[config.mk]
export PLATFORM = sky130hd
export DESIGN_NAME = mem_stage_lsu
export DESIGN_NICKNAME = d
export VERILOG_FILES = /design/src/rtl/lsu_pkg.sv /design/src/rtl/lsu_align.sv /design/src/rtl/mem_stage_lsu.sv
export SDC_FILE = /design/constraint.sdc
export NUM_CORES = 1
export LEC_CHECK = 0
export BUFFER_PORTS_ARGS = -buffer_cell sky130_fd_sc_hd__buf_2
export CORE_MARGIN = 2
export CORE_UTILIZATION = 45
export DETAILED_ROUTE_END_ITERATION = 8
export PLACE_DENSITY = 0.69
export REMOVE_ABC_BUFFERS = 1
export SYNTH_ARGS = -nofsm -noshare
export SYNTH_HDL_FRONTEND = slang
export SYNTH_SLANG_ARGS = --single-unit
export TNS_END_PERCENT = 100
[constraint.sdc]
create_clock -name i_clk -period 5.05 [get_ports i_clk]
set_input_delay 0.505 -clock i_clk [delete_from_list [all_inputs] [get_ports i_clk]]
set_output_delay 0.505 -clock i_clk [all_outputs]
set_load 0.05 [all_outputs]
[src/rtl/lsu_pkg.sv]
// Shared definitions for the memory-stage load/store unit: funct3 encodings,
// FSM state and access-size types, and the funct3 size decode.
package lsu_pkg;

    localparam logic [2:0] LSU_B  = 3'b000;
    localparam logic [2:0] LSU_H  = 3'b001;
    localparam logic [2:0] LSU_W  = 3'b010;
    localparam logic [2:0] LSU_BU = 3'b100;
    localparam logic [2:0] LSU_HU = 3'b101;

    localparam int LSU_TIMEOUT_DEFAULT = 64;

    typedef enum logic [1:0] {
        IDLE = 2'd0,
        REQ  = 2'd1,
        RESP = 2'd2,
        DONE = 2'd3
    } lsu_state_e;

    typedef enum logic [1:0] {
        SZ_B = 2'd0,
        SZ_H = 2'd1,
        SZ_W = 2'd2
    } lsu_size_e;

    // Undefined encodings (011, 11x) fall through to a plain word access.
    function automatic lsu_size_e decode_size(input logic [2:0] f3);
        case (f3)
            LSU_B, LSU_BU: decode_size = SZ_B;
            LSU_H, LSU_HU: decode_size = SZ_H;
            default:       decode_size = SZ_W;
        endcase
    endfunction

endpackage

[src/rtl/lsu_align.sv]
// Combinational data-path for the LSU: store lane replication and byte enables,
// load lane extraction with sign/zero extension, and natural-alignment check.
module lsu_align
    import lsu_pkg::*;
(
    input  logic [2:0]  type_access_i,
    input  logic [1:0]  addr_lsb_i,
    input  logic [31:0] wdata_i,
    input  logic [31:0] rdata_i,
    output logic        misaligned_o,
    output logic [3:0]  be_o,
    output logic [31:0] wdata_lane_o,
    output logic [31:0] ld_data_o
);

    lsu_size_e   size;
    logic        is_signed;
    logic [31:0] rdata_shift;
    logic [7:0]  byte_sel;
    logic [15:0] half_sel;

    // NOTE: every output gets a default at the top of always_comb so no path can infer a latch.
    always_comb begin
        size         = decode_size(type_access_i);
        is_signed    = ~type_access_i[2];
        rdata_shift  = rdata_i >> {addr_lsb_i, 3'b000};
        byte_sel     = rdata_shift[7:0];
        half_sel     = addr_lsb_i[1] ? rdata_i[31:16] : rdata_i[15:0];
        misaligned_o = 1'b0;
        be_o         = 4'b1111;
        wdata_lane_o = wdata_i;
        ld_data_o    = rdata_i;

        case (size)
            SZ_B: begin
                be_o         = 4'b0001 << addr_lsb_i;
                wdata_lane_o = {4{wdata_i[7:0]}};
                ld_data_o    = {{24{is_signed & byte_sel[7]}}, byte_sel};
            end
            SZ_H: begin
                misaligned_o = addr_lsb_i[0];
                be_o         = 4'b0011 << addr_lsb_i;
                wdata_lane_o = {2{wdata_i[15:0]}};
                ld_data_o    = {{16{is_signed & half_sel[15]}}, half_sel};
            end
            default: begin
                misaligned_o = |addr_lsb_i;
            end
        endcase
    end

endmodule

[src/rtl/mem_stage_lsu.sv]
// Memory-stage LSU: runs one req/gnt/rvalid data-memory transaction per memory
// instruction held in EX/MEM, stalling the pipeline until it completes.
module mem_stage_lsu
    import lsu_pkg::*;
#(
    parameter int ADDR_W      = 32,
    parameter int TIMEOUT_CYC = LSU_TIMEOUT_DEFAULT
) (
    input  logic              i_clk,
    input  logic              i_reset,
    input  logic              i_req,
    input  logic              i_mem_rw,
    input  logic [2:0]        i_type_access,
    input  logic [ADDR_W-1:0] i_addr,
    input  logic [31:0]       i_wdata,
    output logic              o_stall,
    output logic [31:0]       o_ld_data,
    output logic              o_done,
    output logic              o_misaligned,
    output logic              o_bus_err,
    output logic              o_dmem_req,
    output logic              o_dmem_we,
    output logic [ADDR_W-1:0] o_dmem_addr,
    output logic [31:0]       o_dmem_wdata,
    output logic [3:0]        o_dmem_be,
    input  logic              i_dmem_gnt,
    input  logic              i_dmem_rvalid,
    input  logic [31:0]       i_dmem_rdata
);

    localparam int                CNT_W    = $clog2(TIMEOUT_CYC);
    localparam logic [CNT_W-1:0]  CNT_LAST = CNT_W'(TIMEOUT_CYC - 1);

    lsu_state_e        state_q, state_d;
    logic [ADDR_W-1:0] addr_q, addr_d;
    logic [31:0]       wdata_q, wdata_d;
    logic [2:0]        type_q, type_d;
    logic              rw_q, rw_d;
    logic [CNT_W-1:0]  cnt_q, cnt_d;
    logic [31:0]       ld_data_q, ld_data_d;
    logic              misaligned_q, misaligned_d;
    logic              bus_err_q, bus_err_d;

    logic [2:0]  cur_type;
    logic [1:0]  cur_lsb;
    logic        al_misaligned;
    logic [3:0]  al_be;
    logic [31:0] al_wdata;
    logic [31:0] al_ld_data;
    logic        in_req;
    logic        timeout;

    // In IDLE the alignment check must see the incoming op; afterwards the latched one.
    assign cur_type = (state_q == IDLE) ? i_type_access : type_q;
    assign cur_lsb  = (state_q == IDLE) ? i_addr[1:0]   : addr_q[1:0];

    lsu_align u_align (
        .type_access_i (cur_type),
        .addr_lsb_i    (cur_lsb),
        .wdata_i       (wdata_q),
        .rdata_i       (i_dmem_rdata),
        .misaligned_o  (al_misaligned),
        .be_o          (al_be),
        .wdata_lane_o  (al_wdata),
        .ld_data_o     (al_ld_data)
    );

    assign timeout = (cnt_q == CNT_LAST);

    // NOTE: next-state logic uses blocking (=) assignments; only the registers below use <=.
    always_comb begin
        state_d      = state_q;
        addr_d       = addr_q;
        wdata_d      = wdata_q;
        type_d       = type_q;
        rw_d         = rw_q;
        cnt_d        = '0;
        ld_data_d    = ld_data_q;
        misaligned_d = 1'b0;
        bus_err_d    = 1'b0;

        case (state_q)
            IDLE: begin
                if (i_req) begin
                    addr_d    = i_addr;
                    wdata_d   = i_wdata;
                    type_d    = i_type_access;
                    rw_d      = i_mem_rw;
                    ld_data_d = '0;
                    if (al_misaligned) begin
                        state_d      = DONE;
                        misaligned_d = 1'b1;
                    end else begin
                        state_d = REQ;
                    end
                end
            end
            REQ: begin
                cnt_d = cnt_q + CNT_W'(1);
                if (i_dmem_gnt) begin
                    state_d = rw_q ? DONE : RESP;
                end else if (timeout) begin
                    state_d   = DONE;
                    bus_err_d = 1'b1;
                end
            end
            RESP: begin
                cnt_d = cnt_q + CNT_W'(1);
                if (i_dmem_rvalid) begin
                    state_d   = DONE;
                    ld_data_d = al_ld_data;
                end else if (timeout) begin
                    state_d   = DONE;
                    bus_err_d = 1'b1;
                end
            end
            default: begin
                state_d = IDLE;
            end
        endcase
    end

    // NOTE: sequential state is written only with non-blocking (<=) assignments.
    always_ff @(posedge i_clk or negedge i_reset) begin
        if (!i_reset) begin
            state_q      <= IDLE;
            addr_q       <= '0;
            wdata_q      <= '0;
            type_q       <= '0;
            rw_q         <= 1'b0;
            cnt_q        <= '0;
            ld_data_q    <= '0;
            misaligned_q <= 1'b0;
            bus_err_q    <= 1'b0;
        end else begin
            state_q      <= state_d;
            addr_q       <= addr_d;
            wdata_q      <= wdata_d;
            type_q       <= type_d;
            rw_q         <= rw_d;
            cnt_q        <= cnt_d;
            ld_data_q    <= ld_data_d;
            misaligned_q <= misaligned_d;
            bus_err_q    <= bus_err_d;
        end
    end

    assign in_req       = (state_q == REQ);
    assign o_stall      = i_req & (state_q != DONE);
    assign o_done       = (state_q == DONE);
    assign o_ld_data    = o_done ? ld_data_q : '0;
    assign o_misaligned = misaligned_q;
    assign o_bus_err    = bus_err_q;

    assign o_dmem_req   = in_req;
    assign o_dmem_we    = in_req & rw_q;
    assign o_dmem_addr  = in_req ? {addr_q[ADDR_W-1:2], 2'b00} : '0;
    assign o_dmem_wdata = in_req ? al_wdata : '0;
    assign o_dmem_be    = in_req ? al_be : '0;

endmodule

==> reports/metrics.cfg, run 1 <==
[run_status]
outcome=finished clean

[routing]
viasPerCell=5.267
drc_errors=0
ant_nets=0
dr_total_vias=4967
first_pass_iters=5
wire_per_inst_um=16.77
dr.first_iter.drc_count=303
wirelength_um=15810

[critical_path]
cp_slowest_cell=ha_1
crit_arrival_ps=3400
critPathLaunchType=flop
cp-end-kind=primary output
cp_top_family=multiplexers
crit_fanout=22
worstPathCellList=inv_1 > ha_1 > mux2i_4 > mux2i_1 > nand2_1 > o211a_1 > buf_2
critPathBufInv=2
cp_data_required_time_ps=4550
slowest_delay_ps=880
path_class=reg2out

[cts]
cts.clk_slew.worst_paths_ps=70
cts.sinks=110
insertion_delay_ps=360
cts_made_buffers=9
cts_tree=done
cts_resized=0
cts_setup_buffers=0
ctsHoldBuffers=0
clockBufferDepth=2
cts_root_buf=clkbuf_16
cts_max_level=3

[place]
hpwlAfterDp_um=11150
dp.cells=926
io_buffers=208
gp_congestion=0.7907

[cells_and_area]
nFillCells=1165
area_growth_pct=24.19
drive_gt1_share_pct=41.51
stdcell_count=943
final_nets=872

[floorplan]
rows=42
dieHeight_um=119.3
die_area_um2=14220
start_util_pct=45.69
io_pins=211
coreArea_um2=13090
die_x_um=119.3

[logic_synthesis]
ys_ff_latch=110
ys_types=48
ys_warn_count=0
syn_inst=576
synth_edf_count=0
synth-async-reset-ratio_pct=100.0
avgSynthCellArea_um2=10.38
synth_area_um2=5978
ys_seq_area_share_pct=46.04
ys.flop_type=dfrtp_1

[power_and_ir_drop]
pwr-share-clk_pct=13.1
p_sw_share_pct=50.22
p_per_area_nw_per_um2=725.8
p_seq_share_pct=28.1
leakagePower_uw=0.003738
p_int_uw=2683
peakVddDrop_mv=0.4455
p_comb_share_pct=58.7
power.switching_uw=2706

[timing]
final_max_slew_viol_count=0
final.min_clock_period_ps=3901
setup_viol=0
fin_crit_sh_pct=77.26
holdWs_ps=158.8
tightest_slew_ps=1091
rsz0062_at_grt=false
clock.fmax_ghz=0.2563
hold_viol_final=0
relSlewSlack_pct=27.25
clock_skew_ps=4.889

[grt]
antenna_found_initial=1
grt_max_degree=72
grtUsageTotal_pct=22.37
grt_pass1_vias=5099
grt_remaining_overflow=0
grt_pass1_wl_um=25100

[run]
cap_violations=0

[min_path]
hold_class=in2async

per-layer routing:
metal	GRT usage (%)	wire (µm)	up-vias	share of wire, %
li1	-	-	2356	-
met1	27.56	6757	2387	43
met2	36.21	7371	207	47
met3	7.663	1419	17	9.0
met4	8.631	264	0	1.7
met5	0	0	-	0
flip-flops by register name, summed over array words and instances (netlist names):
signal	cells
wdata_q	32
o_bus_err	1
cnt_q	6
rw_q	1
o_misaligned	1
ld_data_q	32
type_q	3
addr_q	32
state_q	2
per-stage QoR:
stage                     power, µW  setup TNS, ps  utilization, %  worst slack, ps  area, µm²
after floorplan                3922         -67.51               -           -33.75       5806
after global placement         4622              0           54.51             1468       7133
after detailed placement       4706              0           54.51             1311       7133
after CTS                      5423              0           56.72             1126       7422
after global routing           5719              0           56.74            892.9       7425
final                          5389              0           56.74             1149       7425
cell usage after synthesis, types with 7 or more instances:
cell type	n	area share, %
nor2_1	13	0.82
nand2_1	68	4.3
and2_1	75	7.8
o2bb2ai_1	8	1.2
clkbuf_1	24	1.5
dfrtp_1	110	46
o21ai_2	10	1.5
o21ai_0	52	4.4
a21oi_1	21	1.8
a21boi_0	11	1.4
nor2b_1	13	1.4
mux2i_1	27	4.5
o211a_1	8	1.3
mux2_2	69	13
o31ai_1	7	0.88
area by class of cell:
class / count / area, µm² / share of cell area (%)
multi-input cells: 424 / 3072 / 41.37
flip-flops and latches: 110 / 2753 / 37.07
repair buffers: 212 / 1074 / 14.46
clock buffers: 14 / 274.0 / 3.691
well taps: 176 / 220.2 / 2.966
clock inverters: 2 / 15.01 / 0.2022
inverters: 4 / 15.01 / 0.2022
diodes: 1 / 2.502 / 0.03370
worst paths after layout:
kind	from	to	slack, ps	cells past startpoint
max reg2reg	state_q[0]	ld_data_q[18]	1290	7
max in group asynchronous	i_reset	addr_q[15]	3620	2
max	state_q[0]	o_dmem_wdata[25]	1150	7
min	i_reset	ld_data_q[0]	160	1
min in group i_clk	i_wdata[14]	wdata_q[14]	370	2
min reg2reg	cnt_q[0]	cnt_q[0]	460	1
placed cells by master (no fill, tap or decap), drive strengths merged, types with 2 or more instances in the layout:
master and count:
a211oi 2, a21boi 11, a21oi 21, and2 75, and2b 2, buf 212
clkbuf 14, clkinvlp 2, conb 2, dfrtp 110, ha 6, inv 4
mux2 69, mux2i 30, nand2 68, nand2b 2, nand3 3, nor2 13
nor2b 13, nor3 2, nor3b 3, o211a 8, o21ai 62, o2bb2ai 8
o31ai 7, or3 2, xnor2 2
kinds of logic (layout without fill, tap and decap cells):
group           Yosys count  count (layout)  share of synthesized area (%)
simple gates            186             186                          16.20
flops                   110             110                          46.04
other cells               1               3                        0.06273
mux                      99              99                          18.50
xor+xnor                  3               3                         0.4396
buf+inv                  43             232                          3.202
fa+ha+maj                 6               6                          1.256
compound gates          128             128                          14.30
power by group through the flow:
stage	Combinational [µW]	Sequential, µW	Clock (µW)
final	3160	1520	707
after global placement	3110	1510	0
after detailed placement	3170	1530	0
after CTS	3180	1520	724
after global routing	3400	1570	752
after floorplan	2470	1450	0
Power figures use the tool's default switching activity.
==> run 2: changes to the inputs <==
==> constraint.sdc (replaced) <==
create_clock -name i_clk -period 3.74 [get_ports i_clk]
set_input_delay 0.374 -clock i_clk [delete_from_list [all_inputs] [get_ports i_clk]]
set_output_delay 0.374 -clock i_clk [all_outputs]
set_load 0.05 [all_outputs]
==> reports/metrics.cfg, run 2 (same netlist as run 1, synthesis figures left out) <==
[run_status]
outcome=finished clean

[routing]
ant_nets=0  ; unchanged
first_pass_iters=4  ; -1
viasPerCell=5.198  ; -1.3%
dr.first_iter.drc_count=281  ; -7.3%
drc_errors=0  ; unchanged
wirelength_um=15710  ; -0.65%
dr_total_vias=4928  ; -0.79%
wire_per_inst_um=16.57  ; -1.2%

[grt]
grtUsageTotal_pct=22.59  ; +0.22 points
grt_max_degree=72  ; unchanged
grt_pass1_wl_um=25670  ; +2.3%
grt_remaining_overflow=0  ; unchanged
grt_pass1_vias=5052  ; -0.92%
antenna_found_initial=1  ; unchanged

[timing]
fin_crit_sh_pct=90.45
tightest_slew_ps=1095  ; +3.948 ps
setup_viol=0  ; unchanged
final.min_clock_period_ps=3383
clock_skew_ps=9.261  ; +4.372 ps
clock.fmax_ghz=0.2956
rsz0062_at_grt=false
final_max_slew_viol_count=0  ; unchanged
hold_viol_final=0  ; unchanged
relSlewSlack_pct=26.99  ; -0.26 points

[critical_path]
regToRegSetupSlack_ps=680  ; -610 ps
r2r-start=state_q[1]
path_class=reg2out
crit_fanout=27  ; +23%
cp_data_required_time_ps=3370  ; -1180 ps
crit_arrival_ps=3010  ; -390 ps
reg2reg_to=ld_data_q[8]
r2r_cells=9  ; +2
cp-end-kind=primary output
critPathLaunchType=flop

[cells_and_area]
drive_gt1_share_pct=42.15  ; +0.64 points
stdcell_count=948  ; +0.53%
mostFrequentLayoutCells=buf_2 (207), dfrtp_1 (110), and2_1 (75)
area_growth_pct=26.77
final_common_cell=buf_2
reg_top3=addr_q (32), ld_data_q (32), wdata_q (32)
post-route-util_pct=57.92  ; +1.2 points
final_nets=877  ; +0.57%

[floorplan]
coreArea_um2=13090  ; unchanged
io_pins=211  ; unchanged
start_util_pct=45.69  ; unchanged
die_x_um=119.3  ; unchanged
dieHeight_um=119.3  ; unchanged
rows=42  ; unchanged
die_area_um2=14220  ; unchanged

[cts]
cts_made_buffers=9  ; unchanged
ctsHoldBuffers=0  ; unchanged
cts.sinks=110  ; unchanged
cts_max_level=3  ; unchanged
cts_resized=0  ; unchanged
cts_setup_buffers=0  ; unchanged
cts.clk_slew.worst_paths_ps=70  ; about the same
clockBufferDepth=2  ; unchanged
cts_tree=done
cts_root_buf=clkbuf_16
insertion_delay_ps=350  ; about the same

[power_and_ir_drop]
peakVddDrop_mv=0.7036  ; +58%
leakagePower_uw=0.003823  ; +2.3%
p_per_area_nw_per_um2=1004  ; +38%

[min_path]
hold_class=in2async

[place]
gp_congestion=0.8049  ; +1.8%
dp.cells=931  ; +0.54%
io_buffers=208  ; unchanged
hpwlAfterDp_um=11290  ; +1.2%

[run]
cap_violations=0  ; unchanged

run 2: cell count changes in the layout (fill, tap and decap cells not counted):
cell and delta:
inv_6 +1, clkbuf_1 -2, clkinv_4 +1, clkinvlp_4 -2, bufinv_16 +5, clkbuf_8 -3
buf_12 +1, buf_4 +4
run 2: how the worst max path moves through the flow:
stage               startpoint  depth (start not counted)  slack [ps]               end
finish              state_q[1]                          7         360  o_dmem_wdata[23]
global route        state_q[1]                          7         110  o_dmem_wdata[22]
CTS                 state_q[1]                          7         310  o_dmem_wdata[23]
detailed placement  state_q[1]                          8         690     ld_data_q[19]
global placement    state_q[1]                          9         810     ld_data_q[15]
floorplan           state_q[0]                          4       -1210      o_dmem_be[0]
run 2: final cells by class:
type,instances,area [µm²]
inverters,4,15.01
clock inverters,7,167.7
flip-flops and latches,110,2753
well taps,176,220.2
fillers,1144,5507
repair buffers,217,1124
clock buffers,9,225.2
multi-input cells,424,3072
diodes,1,2.502
run 2: routing by layer:
metal  up-vias  share of wire (%)  routed length [µm]  GRT usage, %
met2       195                 47                7383         36.85
met4         0                1.8                 286         7.217
met5         -                  0                   0             0
li1       2360                  -                   -             -
met1      2352                 42                6658         28.15
met3        21                8.8                1382         7.854
run 2: critical path, stage by stage, from the launching register on:
cell and delay [ps]:
dfrtp_1 450, inv_1 110, ha_1 360, buf_4 320, mux2i_4 790, nand2_1 130
a21boi_0 190, buf_2 290
run 2: metrics by stage:
| step | setup TNS [ps] | worst slack, ps | cell area [µm²] | hold slack (ps) | power (µW) |
|---|---|---|---|---|---|
| 6_report | 0 | 357.1 | 7579 | 124.6 | 7611 |
| 5_1_grt | 0 | 106.4 | 7579 | 176.6 | 8094 |
| 4_1_cts | 0 | 311.6 | 7576 | 153.3 | 7658 |
| 3_5_place_dp | 0 | 687.5 | 7183 | 454.6 | 6401 |
| 3_3_place_gp | 0 | 813.9 | 7183 | 447.4 | 6279 |
| 2_1_floorplan | -20750 | -1213 | 5806 | 78.41 | 5295 |
run 2: report_power, final:
part	total [µW]	switching, µW	leakage (µW)	internal, µW
combinational	4310	2870	0.00227	1430
sequential	2060	346	0.00137	1710
clock	1250	453	0.000190	794
==> run 3: changes to the inputs <==
--- a/config.mk
+++ b/config.mk
@@ -7,11 +7,12 @@
 export LEC_CHECK = 0
 export BUFFER_PORTS_ARGS = -buffer_cell sky130_fd_sc_hd__buf_2
 export CORE_MARGIN = 2
-export CORE_UTILIZATION = 45
+export CORE_UTILIZATION = 40
 export DETAILED_ROUTE_END_ITERATION = 8
-export PLACE_DENSITY = 0.69
+export PLACE_DENSITY = 0.62
 export REMOVE_ABC_BUFFERS = 1
 export SYNTH_ARGS = -nofsm -noshare
 export SYNTH_HDL_FRONTEND = slang
+export SYNTH_HIERARCHICAL = 1
 export SYNTH_SLANG_ARGS = --single-unit
 export TNS_END_PERCENT = 100
==> reports/metrics.cfg, run 3 <==
[floorplan]
die_area_um2=16430  ; +16%
coreArea_um2=15150  ; +16%
start_util_pct=40.74  ; -5.0 points
die_x_um=128.2  ; +7.5%
dieHeight_um=128.2  ; +7.5%
rows=45  ; +7.1%
io_pins=211  ; unchanged

[logic_synthesis]
avgSynthCellArea_um2=10.10  ; -2.7%
synth_edf_count=0  ; unchanged
synth-async-reset-ratio_pct=100.0  ; unchanged
ys_seq_area_share_pct=44.62  ; -1.4 points
synthMostInstantiatedCell=dfrtp_1
yosys.area.top_type_share_pct=44.62  ; -1.4 points
syn_inst=611  ; +6.1%
synthTopCellsByArea=dfrtp_1 (45%), mux2_1 (14%), and2_1 (11%)
ys.flop_type=dfrtp_1
synth_common_cells=dfrtp_1 (110), and2_1 (104), nand2_1 (91)
ys_warn_count=6  ; +6
ys_ff_latch=110  ; unchanged
yosysTopAreaCell=dfrtp_1
synth_area_um2=6170  ; +3.2%
ys_types=41  ; -15%

[routing]
dr.first_iter.drc_count=271  ; -3.6%
drc_errors=0  ; unchanged
wire_per_inst_um=16.31  ; -1.6%
viasPerCell=5.099  ; -1.9%
wirelength_um=16010  ; +1.9%
dr_total_vias=5002  ; +1.5%
ant_nets=0  ; unchanged
first_pass_iters=4  ; unchanged

[cells_and_area]
reg_top3=addr_q (32), ld_data_q (32), wdata_q (32)
final_nets=897  ; +2.3%
stdcell_count=981  ; +3.5%
mostFrequentLayoutCells=buf_2 (207), dfrtp_1 (110), and2_1 (104)
nFillCells=1468  ; +28%
drive_gt1_share_pct=32.45  ; -9.7 points
area_growth_pct=22.04
final_common_cell=buf_2
post-route-util_pct=49.71  ; -8.2 points

[grt]
grtUsageTotal_pct=19.66  ; -2.9 points
grt_pass1_vias=4998  ; -1.1%
antenna_found_initial=2  ; +1
grt_remaining_overflow=0  ; unchanged
grt_max_degree=78  ; +8.3%
grt_pass1_wl_um=25310  ; -1.4%

[cts]
cts_resized=0  ; unchanged
cts_root_buf=clkbuf_16
cts_made_buffers=9  ; unchanged
cts_setup_buffers=0  ; unchanged
ctsHoldBuffers=0  ; unchanged
cts_tree=done
cts_max_level=3  ; unchanged
clockBufferDepth=2  ; unchanged
cts.sinks=110  ; unchanged
insertion_delay_ps=350  ; about the same
cts.clk_slew.worst_paths_ps=70  ; about the same

[timing]
holdWs_ps=191.5  ; +66.97 ps
rsz0062_at_grt=false
fin_crit_sh_pct=94.14  ; +3.7 points
relSlewSlack_pct=31.62  ; +4.6 points
fin_ws_ps=219.2  ; -137.9 ps
final.min_clock_period_ps=3521  ; +137.9 ps
tns_ps=0  ; unchanged
clock_skew_ps=5.695  ; -3.565 ps
hold_viol_final=0  ; unchanged
setup_viol=0  ; unchanged
clock.fmax_ghz=0.2840  ; -3.9%
final_max_slew_viol_count=0  ; unchanged
tightest_slew_ps=1026  ; -69.52 ps

[power_and_ir_drop]
p_per_area_nw_per_um2=969.4  ; -3.5%
peakVddDrop_mv=0.5397  ; -23%
leakagePower_uw=0.004005  ; +4.8%

[critical_path]
slowest_delay_ps=590  ; -200 ps
path_class=reg2out
cp_slowest_cell=nor2_2
cp_data_required_time_ps=3370  ; about the same
regToRegSetupSlack_ps=780  ; +100 ps
cp_top_family=multiplexers
critPathBufInv=2  ; -1
worstPathCellList=inv_1 > ha_1 > mux2_1 > nor2_2 > mux2_2 > and2_1 > buf_2
crit_arrival_ps=3150  ; +140 ps
cp-end-kind=primary output
crit_fanout=11  ; -59%
critPathLaunchType=flop

[place]
hpwlAfterDp_um=11160  ; -1.1%
place_ws_ps=585.2  ; -102.4 ps
gp_congestion=0.7844  ; -2.5%
io_buffers=208  ; unchanged
dp.cells=964  ; +3.5%

[run_status]
outcome=finished clean

[min_path]
hold_class=in2async

[run]
cap_violations=0  ; unchanged

[run 3: report_power, final]
group          switching (µW)  internal [µW]  leakage [µW]
registers                 298           1680       0.00137
logic                    2900           1430       0.00249
clock network             460            526      0.000141
[run 3: final timing paths]
kind,startpoint,cells past startpoint,end
worst max-delay path,state_q[0],7,o_dmem_wdata[9]
worst min-delay path,i_reset,1,ld_data_q[7]
worst max register to register,state_q[0],8,ld_data_q[27]
worst min register to register,ld_data_q[30],2,ld_data_q[30]
max in group asynchronous,i_reset,2,type_q[1]
min in group i_clk,i_addr[12],2,addr_q[12]
[run 3: per-layer routing]
metal | share of wire [%] | global-route usage (%) | wire, µm
met5 | 0.069 | 0 | 11
met4 | 0.91 | 4.396 | 145
met3 | 9.4 | 7.012 | 1511
met2 | 46 | 32.38 | 7390
met1 | 43 | 24.91 | 6946
[run 3: cells by family after synthesis]
logic type | share of synthesized area, %
other | 0.06078
AOI/OAI and AO/OA | 7.017
DFF | 44.62
and+or+nand+nor | 22.21
adders and majority gates | 1.014
buffers and inverters | 5.110
xor gates and xnor gates | 0.5679
muxes | 19.41
[run 3: stage by stage]
| step | instance area (µm²) | total power [µW] |
|---|---|---|
| after detailed placement | 7228 | 6378 |
| after global routing | 7527 | 7815 |
| after CTS | 7527 | 7384 |
| after global placement | 7228 | 6273 |
| final | 7530 | 7299 |
| after floorplan | 5873 | 5225 |
[run 3: worst register-to-register path, stage by stage, from the launching register on]
cell and delay (ps):
dfrtp_1 460, inv_1 110, ha_1 450, mux2_2 410
buf_4 310, o31ai_4 850, a21o_1 150, nand3_1 70
nand2_1 90
[run 3: layout make-up]
cell class                 instances  area [µm²]  share of cell area (%)
clock buffer                      10       229.0                   3.041
inverter                           4       15.01                  0.1994
timing repair buffer             216        1104                   14.66
sequential                       110        2753                   36.56
clock inverter                     6       70.07                  0.9305
antenna                            1       2.502                 0.03323
tap                              188       235.2                   3.124
multi-input combinational        446        3122                   41.46
